## config.mk

```make
export PLATFORM = sky130hd
export DESIGN_NAME = rate_enable_gen
export DESIGN_NICKNAME = d
export VERILOG_FILES = /design/src/rtl/rate_enable_gen.sv
export SDC_FILE = /design/constraint.sdc
export NUM_CORES = 1
export LEC_CHECK = 0
export BUFFER_PORTS_ARGS = -buffer_cell sky130_fd_sc_hd__buf_2
export CAP_MARGIN = 20
export CORE_ASPECT_RATIO = 1.4
export CORE_MARGIN = 3
export CORE_UTILIZATION = 39
export CTS_CLUSTER_DIAMETER = 30
export CTS_CLUSTER_SIZE = 28
export DETAILED_ROUTE_END_ITERATION = 10
export MAX_ROUTING_LAYER = met4
export PLACE_DENSITY = 0.59
export SYNTH_ARGS = -nofsm -noshare
export SYNTH_HDL_FRONTEND = slang
export SYNTH_SLANG_ARGS = --single-unit
export TNS_END_PERCENT = 20
```

## constraint.sdc

```tcl
create_clock -name clk -period 2.35 [get_ports clk]
set_input_delay 0.1175 -clock clk [delete_from_list [all_inputs] [get_ports clk]]
set_output_delay 0.1175 -clock clk [all_outputs]
set_load 0.03 [all_outputs]
```

## src/rtl/rate_enable_gen.sv

```systemverilog
// Paced read-enable generator: debounced pushbuttons select one of NUM_RATES
// divider rates (x4 apart), toggle pause, and single-step while paused.
module rate_enable_gen #(
  parameter int BASE_DIV     = 100_000_000,
  parameter int NUM_RATES    = 4,
  parameter int DEBOUNCE_CYC = 1_000_000
) (
  input  logic clk,
  input  logic reset,
  input  logic btnU,
  input  logic btnD,
  input  logic btnC,
  input  logic btnR,
  output logic enable,
  output logic [((NUM_RATES > 1) ? $clog2(NUM_RATES) : 1)-1:0] rate_sel,
  output logic paused
);

  localparam int RW    = (NUM_RATES > 1) ? $clog2(NUM_RATES) : 1;
  localparam int CNT_W = $clog2(BASE_DIV + 1);
  localparam int DB_W  = $clog2(DEBOUNCE_CYC + 1);
  localparam logic [RW-1:0]   MAX_RATE = RW'(NUM_RATES - 1);
  localparam logic [DB_W-1:0] DB_LAST  = DB_W'(DEBOUNCE_CYC - 1);

  // Terminal count for rate k: (BASE_DIV >> 2k) - 1.
  function automatic logic [CNT_W-1:0] rate_last(input logic [RW-1:0] k);
    return CNT_W'((BASE_DIV >> (2 * int'(k))) - 1);
  endfunction

  // Button order: 0 = up, 1 = down, 2 = pause, 3 = step.
  logic [3:0]      raw;
  logic [3:0]      sync_p0;
  logic [3:0]      sync_p1;
  logic [3:0]      level;
  logic [3:0]      press;
  logic [DB_W-1:0] db_cnt [4];

  logic [CNT_W-1:0] cnt;
  logic             up_go;
  logic             dn_go;
  logic             step_go;
  logic             pause_go;
  logic             terminal;

  assign raw = {btnR, btnC, btnD, btnU};

  // Stage p0/p1: two-flop synchronizer, then debounced level and press pulse.
  always_ff @(posedge clk) begin
    if (reset) begin
      sync_p0 <= '0;
      sync_p1 <= '0;
      level   <= '0;
      press   <= '0;
      for (int i = 0; i < 4; i++) db_cnt[i] <= '0;
    end else begin
      sync_p0 <= raw;
      sync_p1 <= sync_p0;
      for (int i = 0; i < 4; i++) begin
        press[i] <= 1'b0;
        if (sync_p1[i] == level[i]) begin
          db_cnt[i] <= '0;
        end else if (db_cnt[i] == DB_LAST) begin
          level[i]  <= sync_p1[i];
          db_cnt[i] <= '0;
          press[i]  <= sync_p1[i];
        end else begin
          db_cnt[i] <= db_cnt[i] + DB_W'(1);
        end
      end
    end
  end

  assign up_go    = press[0] & ~press[1] & (rate_sel != MAX_RATE);
  assign dn_go    = press[1] & ~press[0] & (rate_sel != '0);
  assign step_go  = paused & press[3];
  assign pause_go = ~paused & press[2];
  assign terminal = (cnt == rate_last(rate_sel));

  // Stage p2: rate/pause state and divider; every output is a flop.
  always_ff @(posedge clk) begin
    if (reset) begin
      rate_sel <= '0;
      paused   <= 1'b0;
      cnt      <= '0;
      enable   <= 1'b0;
    end else begin
      paused <= paused ^ press[2];
      if (up_go) begin
        rate_sel <= rate_sel + RW'(1);
      end else if (dn_go) begin
        rate_sel <= rate_sel - RW'(1);
      end
      if (up_go || dn_go) begin
        cnt    <= '0;
        enable <= step_go;
      end else if (step_go) begin
        enable <= 1'b1;
      end else if (paused || pause_go) begin
        enable <= 1'b0;
      end else if (terminal) begin
        cnt    <= '0;
        enable <= 1'b1;
      end else begin
        cnt    <= cnt + CNT_W'(1);
        enable <= 1'b0;
      end
    end
  end

endmodule

```

==> qor.log <==
[setup_path] Data arrival, critical path 2.62 ns
[layout] layout-stage area growth over the synthesis result 21.8%
[synth] FFs w/ async S/R, synth 0%
[layout] top library cells by usage in the layout, fill and taps aside 133 x sky130_fd_sc_hd__nor2_1, 80 x sky130_fd_sc_hd__edfxtp_1, 80 x sky130_fd_sc_hd__conb_1, 62 x sky130_fd_sc_hd__xor2_1, 48 x sky130_fd_sc_hd__nand3_1
[synth] mean post-synth cell area 10.1 um2
[status] result of the run finished clean
[synth] area share of the largest cell type after synthesis 37.0%
[die] starting density of the core 39.9%
[sta] number of max-slew violations in the final report 0
[grt] GR peak layer met2
[sta] ratio of final minimum period to clock period 98.5%
[setup_path] number of cells on the worst reg-to-reg path 7
[route] total wire length 12.2 mm
[layout] number of diodes added for antenna fixing 0
[grt] overall fraction of global-route tracks in use 14.5%
[clock_tree] latest clock arrival within the worst-skew pair 0.41 ns
[route] First DRT Iteration DRCs 237
[die] placement row count 55
[sta] RSZ-0062 raised after global routing yes
[clock_tree] CTS tree built
[layout] Layout Cells excl Fill 972
[worst_hold_path] Min-Delay Startpoint reset
[power] Max VDD drop 0.000461 V
[synth] post-synthesis cell type with the largest combined area sky130_fd_sc_hd__edfxtp_1
[placed_design] Placement Setup Slack -0.0464 ns
[setup_path] critical path required time 2.65 ns
[die] horizontal extent of the die 115 um
[setup_path] category of the worst setup path launch point register
[sta] Tightest Pin Transition 0.601 ns
[setup_path] FF-to-FF setup slack 0.04 ns
[placed_design] cell count after placement 929
[route] vias after detailed routing 4803
[sta] min cycle time layout 2.31 ns
[synth] most used flip-flop cell after synthesis sky130_fd_sc_hd__edfxtp_1
[die] vertical extent of the die 159 um
[route] DRC violations left 0
[clock_tree] number of buffers created by CTS 17
[setup_path] first element of the critical path rate_sel[1]
[grt] pin count of the biggest net entering global routing 27
[layout] number of fill cells 1511
[sta] total count of hold-check failures in the final report 0
[synth] number of distinct standard cells referenced by the synthesized netlist 43
[route] first-pass iteration count of the detailed router 4
[route] wire length per cell after detailed routing 12.5 um
[placed_design] routability congestion estimate 0.832
[layout] number of nets in the finished design 780
[clock_tree] clock sink count 127
[layout] commonest non-fill, non-tap cell in the layout sky130_fd_sc_hd__nor2_1
[setup_path] WS Path Type reg -> reg
[clock_tree] clock-pin slew on the worst setup and hold paths 0.06 ns
[sta] f_max 0.432 GHz
[grt] first-pass GRT wire length 20.7 mm
[synth] Area contributors post-synth sky130_fd_sc_hd__edfxtp_1 37%, sky130_fd_sc_hd__dfxtp_1 15%, sky130_fd_sc_hd__xor2_1 8.4%
[worst_hold_path] path type of the worst min-delay path in -> reg
[sta] Final TNS setup 0 ns
[grt] routing usage on met2 24.3%
[sta] number of setup violations in the final report 0
[layout] layout cells sized above 1 9.70%
[grt] GR Layer Usage met3 4.11%
[sta] final critical-path setup slack 0.0359 ns
[setup_path] peak fanout along the critical path 7
[synth] number of cells produced by synthesis 644
[placed_design] detailed placer's ending HPWL 8.59 mm
[sta] max_slew headroom 59.6%
[route] Antenna Nets Post-Route 0
[grt] total overflow reported by the global router 0
[die] I/O pin count 10
[power] power per standard cell area 673 nW/um2
[die] core area 16200 um2
[setup_path] endpoint kind of the worst setup timing path register
[run] max-cap violation count 0
[power] post-route total power 0.00532 W
[setup_path] startpoint of the worst-slack reg-to-reg timing path rate_sel[1]
[sta] Max Clock Skew 0.00718 ns
[worst_hold_path] count of cells along the worst hold path 2
[grt] number of antenna violations at the first check in global routing 0
[die] full die area 18200 um2
[synth] Netlist Area Pre-Place 6480 um2
[route] vias per cell 4.94
[clock_tree] Longest Clk Path Bufs 2
[clock_tree] number of H-tree levels 4
[power] cell leakage power 2.84 nW
[grt] via count of the first global-routing pass 4760
[synth] proportion of synthesized chip area in sequential cells 51.6%
[synth] yosys warns 0
[grt] met1 demand-to-capacity share in global routing 15.6%
[placed_design] count of input and output buffers 9
[clock_tree] cell chosen for the clock root sky130_fd_sc_hd__clkbuf_16
[synth] number of enable flip-flop cells after synthesis 80
[synth] count of state elements after synthesis 127
-- routing by layer --
layer / wire length (um) / up-vias
met5: 0 / -
met4: 397 / 0
met3: 385 / 29
met2: 6290 / 79
met1: 5110 / 2280
li1: - / 2415
-- synthesized netlist by cell type (2+ instances only) --
library cell,instances
sky130_fd_sc_hd__o22ai_1,2
sky130_fd_sc_hd__nand2_1,36
sky130_fd_sc_hd__mux2i_1,6
sky130_fd_sc_hd__nor4b_1,6
sky130_fd_sc_hd__dfxtp_1,47
sky130_fd_sc_hd__ha_1,14
sky130_fd_sc_hd__buf_2,6
sky130_fd_sc_hd__nor3_1,15
sky130_fd_sc_hd__nor4bb_1,4
sky130_fd_sc_hd__nor3b_1,3
sky130_fd_sc_hd__edfxtp_1,80
sky130_fd_sc_hd__nor2_1,135
sky130_fd_sc_hd__inv_1,16
sky130_fd_sc_hd__or3_1,7
sky130_fd_sc_hd__xnor2_1,46
sky130_fd_sc_hd__nand4_1,30
sky130_fd_sc_hd__nor2b_1,13
sky130_fd_sc_hd__nand3_1,48
sky130_fd_sc_hd__buf_6,2
sky130_fd_sc_hd__and3_1,17
sky130_fd_sc_hd__and2_1,2
sky130_fd_sc_hd__a21oi_1,2
sky130_fd_sc_hd__nor4_1,11
sky130_fd_sc_hd__xor2_1,62
sky130_fd_sc_hd__clkbuf_1,8
sky130_fd_sc_hd__and4_1,7
sky130_fd_sc_hd__o21ai_0,3
-- stage by stage --
stage                     cell area, um2  utilization, %  hold slack [ns]
after global placement              7150            44.0            0.323
after detailed placement            7150            44.0            0.330
final                               7900            48.6            0.129
after CTS                           7780            47.9            0.111
after floorplan                     6790               -            0.246
after global routing                7900            48.6            0.145
-- registers in the layout, indices dropped and copies added (netlist names) --
register  count
cnt          27
db_cnt       80
enable        1
level         4
paused        1
press         4
rate_sel      2
sync_p0       4
sync_p1       4
-- path summary, 6_finish.rpt --
check / end
worst max-delay path: cnt[17]
worst min-delay path: level[2]
worst max register to register: cnt[17]
worst min register to register: sync_p1[1]
-- layout make-up --
| class | instances | area [um2] | area share, % |
|---|---|---|---|
| repair buffers | 35 | 309 | 3.91 |
| clock buffers | 18 | 429 | 5.43 |
| flip-flops and latches | 127 | 3350 | 42.4 |
| multi-input cells | 563 | 3330 | 42.1 |
| well taps | 199 | 249 | 3.15 |
| clock inverters | 14 | 166 | 2.11 |
| inverters | 16 | 67.6 | 0.856 |
-- what timing repair did --
| item | 4_1_cts | 5_1_grt |
|---|---|---|
| hold buffers | 4 | 0 |
| endpoints found under the setup margin | 26 | 26 |
| pin swaps | 0 | 4 |
| hold endpoints to repair | 4 | 0 |
| cloned | 0 | 2 |
| resized for setup | 1 | 10 |
| setup buffers | 0 | 5 |
-- power by group --
part | internal, W | total [W] | switching [W]
registers | 0.00244 | 0.00251 | 0.0000720
logic | 0.0000790 | 0.000174 | 0.0000946
clock network | 0.00167 | 0.00263 | 0.000970
total | 0.00418 | 0.00532 | 0.00114
-- critical path: stages (launching register included) --
cell and delay [ns]:
sky130_fd_sc_hd__dfxtp_4 0.39, sky130_fd_sc_hd__ha_1 0.29, sky130_fd_sc_hd__nor2b_1 0.09, sky130_fd_sc_hd__or3_1 0.36, sky130_fd_sc_hd__a2111o_1 0.47, sky130_fd_sc_hd__o31ai_4 0.33, sky130_fd_sc_hd__clkbuf_16 0.23, sky130_fd_sc_hd__nor2_1 0.05
-- cells by family (layout without fill, tap and decap cells) --
logic type / after synthesis / after routing / share of synthesized area [%]
mux: 6 / 6 / 0.926
fa+ha+maj: 14 / 14 / 2.70
xor+xnor: 108 / 108 / 14.6
flops: 127 / 127 / 51.6
other cells: 1 / 80 / 0.0578
buf+inv: 33 / 83 / 2.32
simple gates: 342 / 342 / 26.2
compound gates: 13 / 13 / 1.62
Power figures use the tool's default switching activity.
